--- config.mk ---
export PLATFORM = sky130hd
export DESIGN_NAME = jogo_sequencia_unidade_controle_flat
export DESIGN_NICKNAME = d
export VERILOG_FILES = /design/src/rtl/jogo_sequencia_unidade_controle_if.sv /design/src/rtl/jogo_sequencia_unidade_controle.sv /design/src/flat_wrapper.sv
export SDC_FILE = /design/constraint.sdc
export NUM_CORES = 1
export LEC_CHECK = 0
export CAP_MARGIN = 40
export CORE_ASPECT_RATIO = 0.9
export CORE_UTILIZATION = 55
export CTS_BUF_LIST = sky130_fd_sc_hd__clkbuf_8
export DETAILED_ROUTE_END_ITERATION = 12
export PLACE_DENSITY = 0.95
export SETUP_SLACK_MARGIN = 0.15
export SYNTH_ARGS = -nofsm -noshare
export SYNTH_HDL_FRONTEND = slang
export SYNTH_SLANG_ARGS = --single-unit
--- constraint.sdc ---
create_clock -name clock -period 3.43 [get_ports clock]
set_input_delay 0.686 -clock clock [delete_from_list [all_inputs] [get_ports clock]]
set_output_delay 0.686 -clock clock [all_outputs]
set_load 0.02 [all_outputs]
--- src/rtl/jogo_sequencia_unidade_controle_if.sv ---
// Handshake bundle between the sequence-game control unit and its datapath/top level.
// The slave side is the control unit; the master side drives the game inputs.
interface jogo_sequencia_unidade_controle_if;
  logic       iniciar;
  logic       jogada;
  logic       igual;
  logic       enderecoIgualLimite;
  logic       fimL;
  logic       zeraC;
  logic       contaC;
  logic       zeraL;
  logic       contaL;
  logic       zeraR;
  logic       registraR;
  logic       pronto;
  logic       acertou;
  logic       errou;
  logic       db_timeout;
  logic [3:0] db_estado;

  modport master (
    output iniciar, jogada, igual, enderecoIgualLimite, fimL,
    input  zeraC, contaC, zeraL, contaL, zeraR, registraR,
    input  pronto, acertou, errou, db_timeout, db_estado
  );

  modport slave (
    input  iniciar, jogada, igual, enderecoIgualLimite, fimL,
    output zeraC, contaC, zeraL, contaL, zeraR, registraR,
    output pronto, acertou, errou, db_timeout, db_estado
  );
endinterface

--- src/rtl/jogo_sequencia_unidade_controle.sv ---
// Moore control unit for the multi-round sequence game: sequences the address/limit
// counters and chaves register, edge-detects key presses and times out idle players.
module jogo_sequencia_unidade_controle #(
  parameter int TIMEOUT_CYCLES = 3000
) (
  input logic clock,
  input logic reset,
  jogo_sequencia_unidade_controle_if.slave bus
);
  localparam int WD_W = (TIMEOUT_CYCLES > 1) ? $clog2(TIMEOUT_CYCLES) : 1;

  // State encoding doubles as the 7-segment debug code.
  typedef enum logic [3:0] {
    INICIAL        = 4'h0,
    PREPARACAO     = 4'h1,
    INICIO_RODADA  = 4'h2,
    ESPERA_JOGADA  = 4'h3,
    REGISTRA       = 4'h4,
    COMPARACAO     = 4'h5,
    PROXIMA_JOGADA = 4'h6,
    PROXIMA_RODADA = 4'h7,
    FIM_ACERTOU    = 4'hA,
    FIM_ERROU      = 4'hE,
    FIM_TIMEOUT    = 4'hD
  } state_t;

  state_t          state_q, state_d;
  logic            jogada_prev_q;
  logic [WD_W-1:0] wd_q, wd_d;
  logic            jogada_ev;
  logic            tmo;

  logic zera_c, conta_c, zera_l, conta_l, zera_r, registra_r;
  logic pronto, acertou, errou, timeout;

  assign jogada_ev = bus.jogada & ~jogada_prev_q;
  assign tmo       = (wd_q == WD_W'(TIMEOUT_CYCLES - 1));
  assign wd_d      = (state_q == ESPERA_JOGADA) ? wd_q + WD_W'(1) : '0;

  always_ff @(posedge clock) begin
    if (reset) begin
      state_q       <= INICIAL;
      jogada_prev_q <= 1'b0;
      wd_q          <= '0;
    end else begin
      state_q       <= state_d;
      jogada_prev_q <= bus.jogada;
      wd_q          <= wd_d;
    end
  end

  always_comb begin
    state_d = state_q;
    case (state_q)
      INICIAL:        state_d = bus.iniciar ? PREPARACAO : INICIAL;
      PREPARACAO:     state_d = INICIO_RODADA;
      INICIO_RODADA:  state_d = ESPERA_JOGADA;
      // A fresh key press beats a watchdog expiry in the same cycle.
      ESPERA_JOGADA: begin
        if (jogada_ev)  state_d = REGISTRA;
        else if (tmo)   state_d = FIM_TIMEOUT;
        else            state_d = ESPERA_JOGADA;
      end
      REGISTRA:       state_d = COMPARACAO;
      COMPARACAO: begin
        if (!bus.igual)                    state_d = FIM_ERROU;
        else if (!bus.enderecoIgualLimite) state_d = PROXIMA_JOGADA;
        else if (!bus.fimL)                state_d = PROXIMA_RODADA;
        else                               state_d = FIM_ACERTOU;
      end
      PROXIMA_JOGADA: state_d = ESPERA_JOGADA;
      PROXIMA_RODADA: state_d = INICIO_RODADA;
      FIM_ACERTOU, FIM_ERROU, FIM_TIMEOUT:
                      state_d = bus.iniciar ? PREPARACAO : state_q;
      default:        state_d = INICIAL;
    endcase
  end

  always_comb begin
    zera_c     = 1'b0;
    conta_c    = 1'b0;
    zera_l     = 1'b0;
    conta_l    = 1'b0;
    zera_r     = 1'b0;
    registra_r = 1'b0;
    pronto     = 1'b0;
    acertou    = 1'b0;
    errou      = 1'b0;
    timeout    = 1'b0;
    case (state_q)
      PREPARACAO: begin
        zera_c = 1'b1;
        zera_l = 1'b1;
        zera_r = 1'b1;
      end
      INICIO_RODADA:  zera_c     = 1'b1;
      REGISTRA:       registra_r = 1'b1;
      PROXIMA_JOGADA: conta_c    = 1'b1;
      PROXIMA_RODADA: conta_l    = 1'b1;
      FIM_ACERTOU: begin
        pronto  = 1'b1;
        acertou = 1'b1;
      end
      FIM_ERROU: begin
        pronto = 1'b1;
        errou  = 1'b1;
      end
      FIM_TIMEOUT: begin
        pronto  = 1'b1;
        errou   = 1'b1;
        timeout = 1'b1;
      end
      default: ;
    endcase
  end

  assign bus.zeraC      = zera_c;
  assign bus.contaC     = conta_c;
  assign bus.zeraL      = zera_l;
  assign bus.contaL     = conta_l;
  assign bus.zeraR      = zera_r;
  assign bus.registraR  = registra_r;
  assign bus.pronto     = pronto;
  assign bus.acertou    = acertou;
  assign bus.errou      = errou;
  assign bus.db_timeout = timeout;
  assign bus.db_estado  = state_q;
endmodule
--- src/flat_wrapper.sv ---
// flat-port wrapper written by rule: the top's interface ports become plain ports
module jogo_sequencia_unidade_controle_flat 
#(
  parameter int TIMEOUT_CYCLES = 3000
)
  (clock, reset, bus_iniciar, bus_jogada, bus_igual, bus_enderecoIgualLimite, bus_fimL, bus_zeraC, bus_contaC, bus_zeraL, bus_contaL, bus_zeraR, bus_registraR, bus_pronto, bus_acertou, bus_errou, bus_db_timeout, bus_db_estado);
  jogo_sequencia_unidade_controle_if bus_i ();
  input logic clock;
  input logic reset;
  input wire logic [$bits(bus_i.iniciar)-1:0] bus_iniciar;
  input wire logic [$bits(bus_i.jogada)-1:0] bus_jogada;
  input wire logic [$bits(bus_i.igual)-1:0] bus_igual;
  input wire logic [$bits(bus_i.enderecoIgualLimite)-1:0] bus_enderecoIgualLimite;
  input wire logic [$bits(bus_i.fimL)-1:0] bus_fimL;
  output wire logic [$bits(bus_i.zeraC)-1:0] bus_zeraC;
  output wire logic [$bits(bus_i.contaC)-1:0] bus_contaC;
  output wire logic [$bits(bus_i.zeraL)-1:0] bus_zeraL;
  output wire logic [$bits(bus_i.contaL)-1:0] bus_contaL;
  output wire logic [$bits(bus_i.zeraR)-1:0] bus_zeraR;
  output wire logic [$bits(bus_i.registraR)-1:0] bus_registraR;
  output wire logic [$bits(bus_i.pronto)-1:0] bus_pronto;
  output wire logic [$bits(bus_i.acertou)-1:0] bus_acertou;
  output wire logic [$bits(bus_i.errou)-1:0] bus_errou;
  output wire logic [$bits(bus_i.db_timeout)-1:0] bus_db_timeout;
  output wire logic [$bits(bus_i.db_estado)-1:0] bus_db_estado;
  assign bus_i.iniciar = bus_iniciar;
  assign bus_i.jogada = bus_jogada;
  assign bus_i.igual = bus_igual;
  assign bus_i.enderecoIgualLimite = bus_enderecoIgualLimite;
  assign bus_i.fimL = bus_fimL;
  assign bus_zeraC = bus_i.zeraC;
  assign bus_contaC = bus_i.contaC;
  assign bus_zeraL = bus_i.zeraL;
  assign bus_contaL = bus_i.contaL;
  assign bus_zeraR = bus_i.zeraR;
  assign bus_registraR = bus_i.registraR;
  assign bus_pronto = bus_i.pronto;
  assign bus_acertou = bus_i.acertou;
  assign bus_errou = bus_i.errou;
  assign bus_db_timeout = bus_i.db_timeout;
  assign bus_db_estado = bus_i.db_estado;
  jogo_sequencia_unidade_controle #(.TIMEOUT_CYCLES(TIMEOUT_CYCLES)) u_core (.clock(clock), .reset(reset), .bus(bus_i));
endmodule
==> key figures, run 1 <==
Run status
  • Result of the run: finished, final reports clean

Placed design
  • Post-DP HPWL: 1490 microns
  • Placer Congestion: 0.825
  • Dpl ws: 0.960 ns
  • Port bufs: 20

Setup path
  • Crit start category: flip-flop
  • Req. time, crit path: 2.74 ns
  • Crit-path max FO: 14
  • CP Data Arrival Time: 2.08 ns
  • Critical Path Sink Type: output port
  • CP Class: reg -> out

Synth
  • Top cells by count, synth: nor2_1, dfxtp_1, nand2_1, nor3_1, xnor2_1
  • Netlist area before placement: 942 sq um
  • EDFF count, synth: 0
  • Syn nets: 120
  • Synth Register Bits: 17
  • Post-synthesis cell count: 112
  • Ys Warns: 0
  • Mean post-synth cell area: 8.41 sq um
  • Cell variety after synth: 36
  • Top cells by area, synth: dfxtp_1, nor2_1, xnor2_1, nor3_1, xor2_1
  • Register area share after synthesis: 0.361
  • Top-count cell post-synth: nor2_1
  • Share of the synthesized area in the top cell type: 0.361
  • Ys async rst share: 0
  • Synth Flop Type: dfxtp_1
  • Largest area contributor in the netlist: dfxtp_1

Finish
  • Ratio of cells with drive above 1 in the final layout: 0.0538
  • # diodes: 0
  • Filler instances: 120
  • Fin nets: 139
  • Area growth syn-to-layout: 24.4%

Timing
  • Fin. Hold Viols: 0
  • Setup violators final: 0
  • Setup_tns: 0 ns
  • Unrepaired setup endpoints after global routing: false
  • Slew @ Worst Pin: 0.478 ns
  • Post-Route Skew: 0.00390 ns
  • Fin. max-slew vios: 0
  • Minimum clock period: 2.76 ns
  • Fmax: 362 MHz
  • Slew headroom: 0.677
  • Final period utilization: 0.806
  • Fin worst setup slack: 0.665 ns

Route
  • Vias after detailed routing: 841
  • First-pass DRT Iterations: 4
  • WL per Instance: 12.9 microns
  • DRC Markers: 0
  • Final ANT Viol Nets: 0
  • Final wirelength: 1970 microns
  • Vias per cell: 5.53
  • Initial DRC count: 24

Hold path
  • HP Class: reg -> reg

Global routing
  • Met1 usage: 0.327
  • Global route hottest layer: met2
  • Overall Global Routing Usage: 0.246
  • First-pass GRT wire length: 3130 microns
  • Largest net degree at the start of global routing: 15
  • Initial antenna violation count: 0
  • Number of global-route vias before repair: 669
  • GR Util met3: 0.0881
  • Met2 Usage GRT: 0.382
  • Total grt overflow: 0

Clock network
  • CTS buffer count: 3
  • Hold buffers post-CTS: 0
  • Cts repair resizes: 0
  • CTS tree: built
  • Max Buffers Root-to-Sink: 2
  • CTS root buffer: clkbuf_8
  • Clk slew on worst S/H paths: 0.06 ns
  • CTS Sinks: 17
  • Skew-Pair Late Insertion Delay: 0.25 ns
  • H-tree depth: 1
  • Post-CTS Setup Bufs: 0

Pwr
  • Static leakage: 0.368 nW
  • Worst vdd ir: 0.301 mV
  • Pwr Density: 365 nW/um^2

Run
  • Max-cap viol count: 0

Floorplanning
  • Ports: 21
  • Core Area: 1530 sq um
  • Die width: 45.6 microns
  • Initial core utilization: 0.616
  • Row cnt: 13
  • DIE AREA: 1880 sq um
  • Die Ht: 41.3 microns
[final timing paths]
path	startpoint	to	slack (ns)	cells after the start
setup / recovery	u_core.bus.db_estado[2]	bus_errou	0.67	4
hold / removal	u_core.wd_q[0]	u_core.wd_q[0]	0.46	1
setup reg to reg	u_core.bus.db_estado[1]	u_core.bus.db_estado[0]	1.81	4
hold reg to reg	u_core.wd_q[0]	u_core.wd_q[0]	0.46	1
[cells by family after synthesis]
group / count (synthesis) / share of synthesized area
AND/OR/NAND/NOR: 59 / 0.339
flip-flops: 17 / 0.361
buffers and inverters: 11 / 0.0651
AO/OA/AOI/OAI: 12 / 0.108
XOR/XNOR: 11 / 0.102
adder cells (fa/ha/maj): 1 / 0.0133
multiplexers: 1 / 0.0120
[per-layer routing]
layer / wire length, microns / share of wire
met5: 0 / 0
met4: 15 / 0.0076
met3: 124 / 0.063
met2: 903 / 0.46
met1: 920 / 0.47
[layout make-up]
| class | count | area (sq um) | share of cell area |
|---|---|---|---|
| timing repair buffer | 20 | 200 | 0.171 |
| multi-input combinational | 84 | 541 | 0.461 |
| tap | 22 | 27.5 | 0.0235 |
| inverter | 5 | 18.8 | 0.0160 |
| clock buffer | 3 | 41.3 | 0.0352 |
| clock inverter | 1 | 3.75 | 0.00320 |
| sequential | 17 | 340 | 0.290 |
[registers in the layout, summed over array words and instances (netlist names)]
register              cells
u_core.wd_q              12
u_core.bus.db_estado      4
u_core.jogada_prev_q      1
[cells in the final DEF (no fill, tap or decap)]
cell type         n
nand2b_1          4
nand2_4           1
and3_1            2
a311oi_1          1
xor2_1            4
nor2b_1           1
nor4_2            1
a2111oi_4         1
o31ai_1           1
a221o_1           1
a21oi_1           3
dfxtp_1          17
o21ai_0           2
nand3_1           3
inv_1             6
o32a_1            1
or3b_1            1
nand2_1           7
ha_1              1
nor3_1            7
nand4_1           3
nor4_1            2
a21boi_0          1
nor4b_1           2
and4_1            1
nand3b_1          3
xnor2_1           7
clkdlybuf4s50_1  20
and2_1            1
mux2_2            1
nand4b_1          1
nor2_1           19
clkbuf_8          3
o21ai_1           1
[per-stage QoR]
stage / std cells / hold slack (ns) / power (mW) / utilization / area, sq um
2_1_floorplan: 112 / 0.426 / 0.261 / - / 942
3_3_place_gp: 148 / 0.440 / 0.285 / 0.737 / 1130
3_5_place_dp: 148 / 0.454 / 0.288 / 0.737 / 1130
4_1_cts: 152 / 0.468 / 0.430 / 0.767 / 1170
5_1_grt: 152 / 0.491 / 0.446 / 0.767 / 1170
6_report: 152 / 0.463 / 0.428 / 0.767 / 1170
[worst max-delay path, cell delays in order, from the launching register on]
cell             delay (ns)
dfxtp_1                0.62
nand3b_1               0.25
a21oi_1                0.22
and2_1                 0.14
clkdlybuf4s50_1        0.60
[power breakdown]
| group | leakage [nW] | switching, mW | total [mW] | internal [mW] |
|---|---|---|---|---|
| Sequential | 0.138 | 0.0122 | 0.214 | 0.202 |
| Combinational | 0.203 | 0.0335 | 0.0695 | 0.0361 |
| Clock | 0.0269 | 0.0650 | 0.144 | 0.0795 |
No activity file was read; power rests on OpenSTA's default activity.
==> inputs of run 2 (changes only) <==
Settings changed: CORE_UTILIZATION 55 to 46, PLACE_DENSITY 0.95 to 0.86.
Clock period 3.43 ns to 2.25 ns, I/O delays scaled along.
==> key figures, run 2 (same netlist as run 1, synthesis figures left out) <==
Run status
  • Result of the run: finished, final reports clean

Floorplanning
  • Core Area: 1910 sq um
  • DIE AREA: 2230 sq um
  • Die Ht: 44.9 microns
  • Die width: 49.7 microns
  • Ports: 21
  • Row cnt: 15
  • Initial core utilization: 0.492

Clock network
  • Max Buffers Root-to-Sink: 2
  • Hold buffers post-CTS: 0
  • H-tree depth: 1
  • Skew-Pair Late Insertion Delay: 0.25 ns
  • CTS root buffer: clkbuf_8
  • CTS Sinks: 17
  • CTS tree: built
  • Clk slew on worst S/H paths: 0.06 ns
  • CTS buffer count: 3

Timing
  • Setup violators final: 0
  • Slew headroom: 0.681
  • Final period utilization: 0.859
  • Fin. max-slew vios: 0
  • Worst hold slack: 0.462 ns
  • Minimum clock period: 1.93 ns
  • Slew @ Worst Pin: 0.479 ns
  • Unrepaired setup endpoints after global routing: false
  • Fin worst setup slack: 0.317 ns
  • Post-Route Skew: 0.00273 ns
  • Fin. Hold Viols: 0
  • Setup_tns: 0 ns
  • Fmax: 517 MHz

Pwr
  • Pwr Density: 539 nW/um^2
  • Static leakage: 0.467 nW
  • Worst vdd ir: 0.412 mV

Finish
  • Most common cell after layout, fill and taps aside: nor2_1
  • Filler instances: 164
  • # diodes: 0
  • Most frequent cells in the layout: nor2_1, dfxtp_1, clkdlybuf4s50_1
  • Ratio of cells with drive above 1 in the final layout: 0.111
  • Util after Layout: 0.637
  • Fin nets: 144
  • Max FFs per register: 12
  • Area growth syn-to-layout: 29.5%
  • Largest register by flop count: u_core.wd_q

Placed design
  • Dpl ws: 0.218 ns
  • Placer Congestion: 0.810
  • Port bufs: 20
  • Post-DP HPWL: 1660 microns

Global routing
  • Initial antenna violation count: 0
  • Largest net degree at the start of global routing: 14
  • Number of global-route vias before repair: 850
  • Total grt overflow: 0
  • First-pass GRT wire length: 3690 microns
  • Overall Global Routing Usage: 0.222

Route
  • DRC Markers: 0
  • Final ANT Viol Nets: 0
  • Vias after detailed routing: 881
  • WL per Instance: 14.7 microns
  • First-pass DRT Iterations: 4
  • Initial DRC count: 26
  • Final wirelength: 2350 microns
  • Vias per cell: 5.51

Hold path
  • HP Class: reg -> reg

Setup path
  • CP Data Arrival Time: 1.48 ns
  • CP Class: reg -> out
  • Crit start category: flip-flop
  • Req. time, crit path: 1.80 ns
  • Crit-path max FO: 7
  • Critical Path Sink Type: output port
  • R2R setup slack: 0.73 ns

Run
  • Max-cap viol count: 0
-- run 2: changes by cell type in the layout (fill, tap and decap cells not counted), sizes merged --
cell	before	now
clkdlybuf4s50	20	10
dlygate4sd2	0	8
buf	0	5
dlymetal6s2s	0	2
-- run 2: layout make-up --
type	instances	area (sq um)	share of cell area
sequential	17	342	0.280
timing repair buffer	25	233	0.191
clock inverter	1	3.75	0.00308
multi-input combinational	84	551	0.451
inverter	5	18.8	0.0154
clock buffer	3	41.3	0.0338
tap	25	31.3	0.0256
-- run 2: worst paths after layout --
kind	from	cells past startpoint	endpoint
max	u_core.bus.db_estado[3]	4	bus_contaC
min	u_core.wd_q[0]	1	u_core.wd_q[0]
max reg2reg	u_core.bus.db_estado[1]	5	u_core.bus.db_estado[0]
min reg2reg	u_core.wd_q[0]	1	u_core.wd_q[0]
-- run 2: worst max-delay path, stage by stage (launching register included) --
cell	delay [ns]
dfxtp_1	0.36
inv_1	0.22
nand2_1	0.13
nor2_1	0.13
dlygate4sd2_1	0.38
-- run 2: report_power, final --
part / switching (mW) / leakage, nW / internal [mW]
clock network: 0.0979 / 0.0269 / 0.121
registers: 0.00799 / 0.138 / 0.308
logic: 0.0666 / 0.302 / 0.0556
total: 0.172 / 0.467 / 0.485
-- run 2: timing repair --
item,CTS,global route
setup buffers,1,0
gates resized for setup,9,3
setup endpoints to repair,9,2
pin swaps,1,0
-- run 2: routing by layer --
layer,track usage,part of all wire,vias to the layer above
met1,0.266,0.45,419
met3,0.0707,0.049,8
met2,0.373,0.47,23
met5,0,0,-
met4,0.0914,0.028,0
li1,-,-,431
-- run 2: stage by stage --
| step | power, mW | area (sq um) | cells |
|---|---|---|---|
| after detailed placement | 0.448 | 1170 | 155 |
| after global placement | 0.445 | 1170 | 155 |
| after floorplan | 0.399 | 948 | 112 |
| after CTS | 0.659 | 1210 | 160 |
| final | 0.657 | 1220 | 160 |
| after global routing | 0.682 | 1220 | 160 |
==> inputs of run 3 (changes only) <==
Settings changed: CORE_MARGIN set to 2.
==> key figures, run 3 (same netlist as run 1, synthesis figures left out) <==
Setup path
  • R2r startpoint: u_core.bus.db_estado[0]
  • Req. time, crit path: 1.80 ns
  • Critical Path Sink Type: output port
  • R2R setup slack: 0.78 ns
  • Crit start category: flip-flop
  • CP Data Arrival Time: 1.56 ns
  • Crit-path max FO: 5
  • Critical register-to-register path endpoint: u_core.bus.db_estado[0]
  • R2R cell count: 5
  • CP Class: reg -> out

Route
  • Routed wl met3: 79 microns
  • Initial DRC count: 37
  • Highest Signal Layer: met4
  • Final wirelength: 1990 microns
  • DRC Markers: 0
  • WL per Instance: 12.5 microns
  • Vias per cell: 5.26
  • Met1 WL: 1000 microns
  • DR WL met2: 905 microns
  • First-pass DRT Iterations: 4
  • Final ANT Viol Nets: 0
  • Vias after detailed routing: 837

Placed design
  • Post-DP HPWL: 1500 microns
  • Placer Congestion: 0.851
  • Dpl cell area: 1170 sq um
  • Port bufs: 20
  • Dpl ws: 0.283 ns

Floorplanning
  • Initial core utilization: 0.487
  • Die Ht: 46.9 microns
  • Core Area: 1930 sq um
  • DIE AREA: 2430 sq um
  • Row cnt: 15
  • Die width: 51.7 microns
  • Ports: 21

Timing
  • Fin. Hold Viols: 0
  • Setup_tns: 0 ns
  • Fmax: 498 MHz
  • Fin worst setup slack: 0.242 ns
  • Fin. max-slew vios: 0
  • Final period utilization: 0.892
  • Slew headroom: 0.705
  • Minimum clock period: 2.01 ns
  • Setup violators final: 0
  • Post-Route Skew: 0.00405 ns
  • Slew @ Worst Pin: 0.443 ns
  • Unrepaired setup endpoints after global routing: false

Clock network
  • Post-CTS Setup Bufs: 0
  • Skew-Pair Late Insertion Delay: 0.25 ns
  • CTS root buffer: clkbuf_8
  • CTS tree: built
  • CTS buffer count: 3
  • CTS Sinks: 17
  • Hold buffers post-CTS: 0
  • H-tree depth: 1
  • Max Buffers Root-to-Sink: 2
  • Clk slew on worst S/H paths: 0.06 ns

Pwr
  • Static leakage: 0.452 nW
  • Worst vdd ir: 0.538 mV
  • Pwr Density: 541 nW/um^2

Hold path
  • Hold Path Sink: u_core.wd_q[0]
  • Hold_sp: u_core.wd_q[0]
  • Worst Hold Path Cells: 1
  • HP Class: reg -> reg

Global routing
  • Initial antenna violation count: 0
  • Total grt overflow: 0
  • Largest net degree at the start of global routing: 14
  • First-pass GRT wire length: 3320 microns
  • Number of global-route vias before repair: 753
  • Overall Global Routing Usage: 0.186

Finish
  • Max FFs per register: 12
  • Ratio of cells with drive above 1 in the final layout: 0.0970
  • Util after Layout: 0.627
  • Most frequent cells in the layout: nor2_1, dfxtp_1, clkdlybuf4s50_1
  • Register area: 340 sq um
  • Final Instance Area: 1210 sq um
  • Multi-input logic area: 547 sq um
  • # diodes: 0
  • Largest register by flop count: u_core.wd_q
  • Area growth syn-to-layout: 28.6%
  • Most common cell after layout, fill and taps aside: nor2_1
  • Filler instances: 164
  • Fin nets: 143

Run
  • Max-cap viol count: 0

Run status
  • Result of the run: finished, final reports clean
==> run 3: cell types whose count changed in the layout (fill, tap and decap cells not counted), sizes merged <==
cell	previous run	this run
buf	5	4
clkdlybuf4s50	10	12
clkinv	0	1
dlygate4sd2	8	6
inv	6	5
==> run 3: timing repair <==
action,CTS,global route
pin swaps,0,0
cloned,0,0
setup endpoints to repair,6,2
endpoints found under the hold margin,0,0
gates resized for setup,6,2
==> run 3: how the worst max path moves through the flow <==
stage	from	endpoint
final	u_core.bus.db_estado[1]	bus_db_timeout
after global routing	u_core.bus.db_estado[0]	bus_acertou
after CTS	u_core.bus.db_estado[2]	bus_contaL
after detailed placement	u_core.bus.db_estado[0]	bus_zeraL
after global placement	u_core.bus.db_estado[1]	bus_errou
after floorplan	u_core.bus.db_estado[0]	bus_errou
==> run 3: cell type report <==
class,count,share of cell area
Tap cell,25,0.0258
Timing Repair Buffer,24,0.188
Sequential cell,17,0.281
Clock inverter,1,0.00413
Multi-Input combinational cell,84,0.451
Clock buffer,3,0.0341
Inverter,5,0.0155
==> run 3: power by group <==
group	switching, mW	internal, mW	total, mW
Combinational	0.0651	0.0556	0.121
Clock	0.0996	0.123	0.222
Sequential	0.00517	0.308	0.313
Total	0.170	0.486	0.656
==> run 3: per-layer routing <==
metal  vias up  track usage
met3         2       0.0573
met2        17        0.292
met5         -            0
met1       385        0.252
li1        433            -
met4         0       0.0526
==> run 3: worst max-delay path, stage by stage, from the launching register on <==
cell and delay, ns:
dfxtp_1 0.33, nand3b_1 0.25, nor2_1 0.13, clkdlybuf4s50_1 0.60
==> run 3: per-stage QoR <==
| step | hold slack (ns) | std cells | total power [mW] |
|---|---|---|---|
| floorplan | 0.426 | 112 | 0.399 |
| global placement | 0.439 | 155 | 0.444 |
| detailed placement | 0.457 | 155 | 0.447 |
| CTS | 0.478 | 159 | 0.662 |
| global route | 0.521 | 159 | 0.688 |
| finish | 0.470 | 159 | 0.656 |
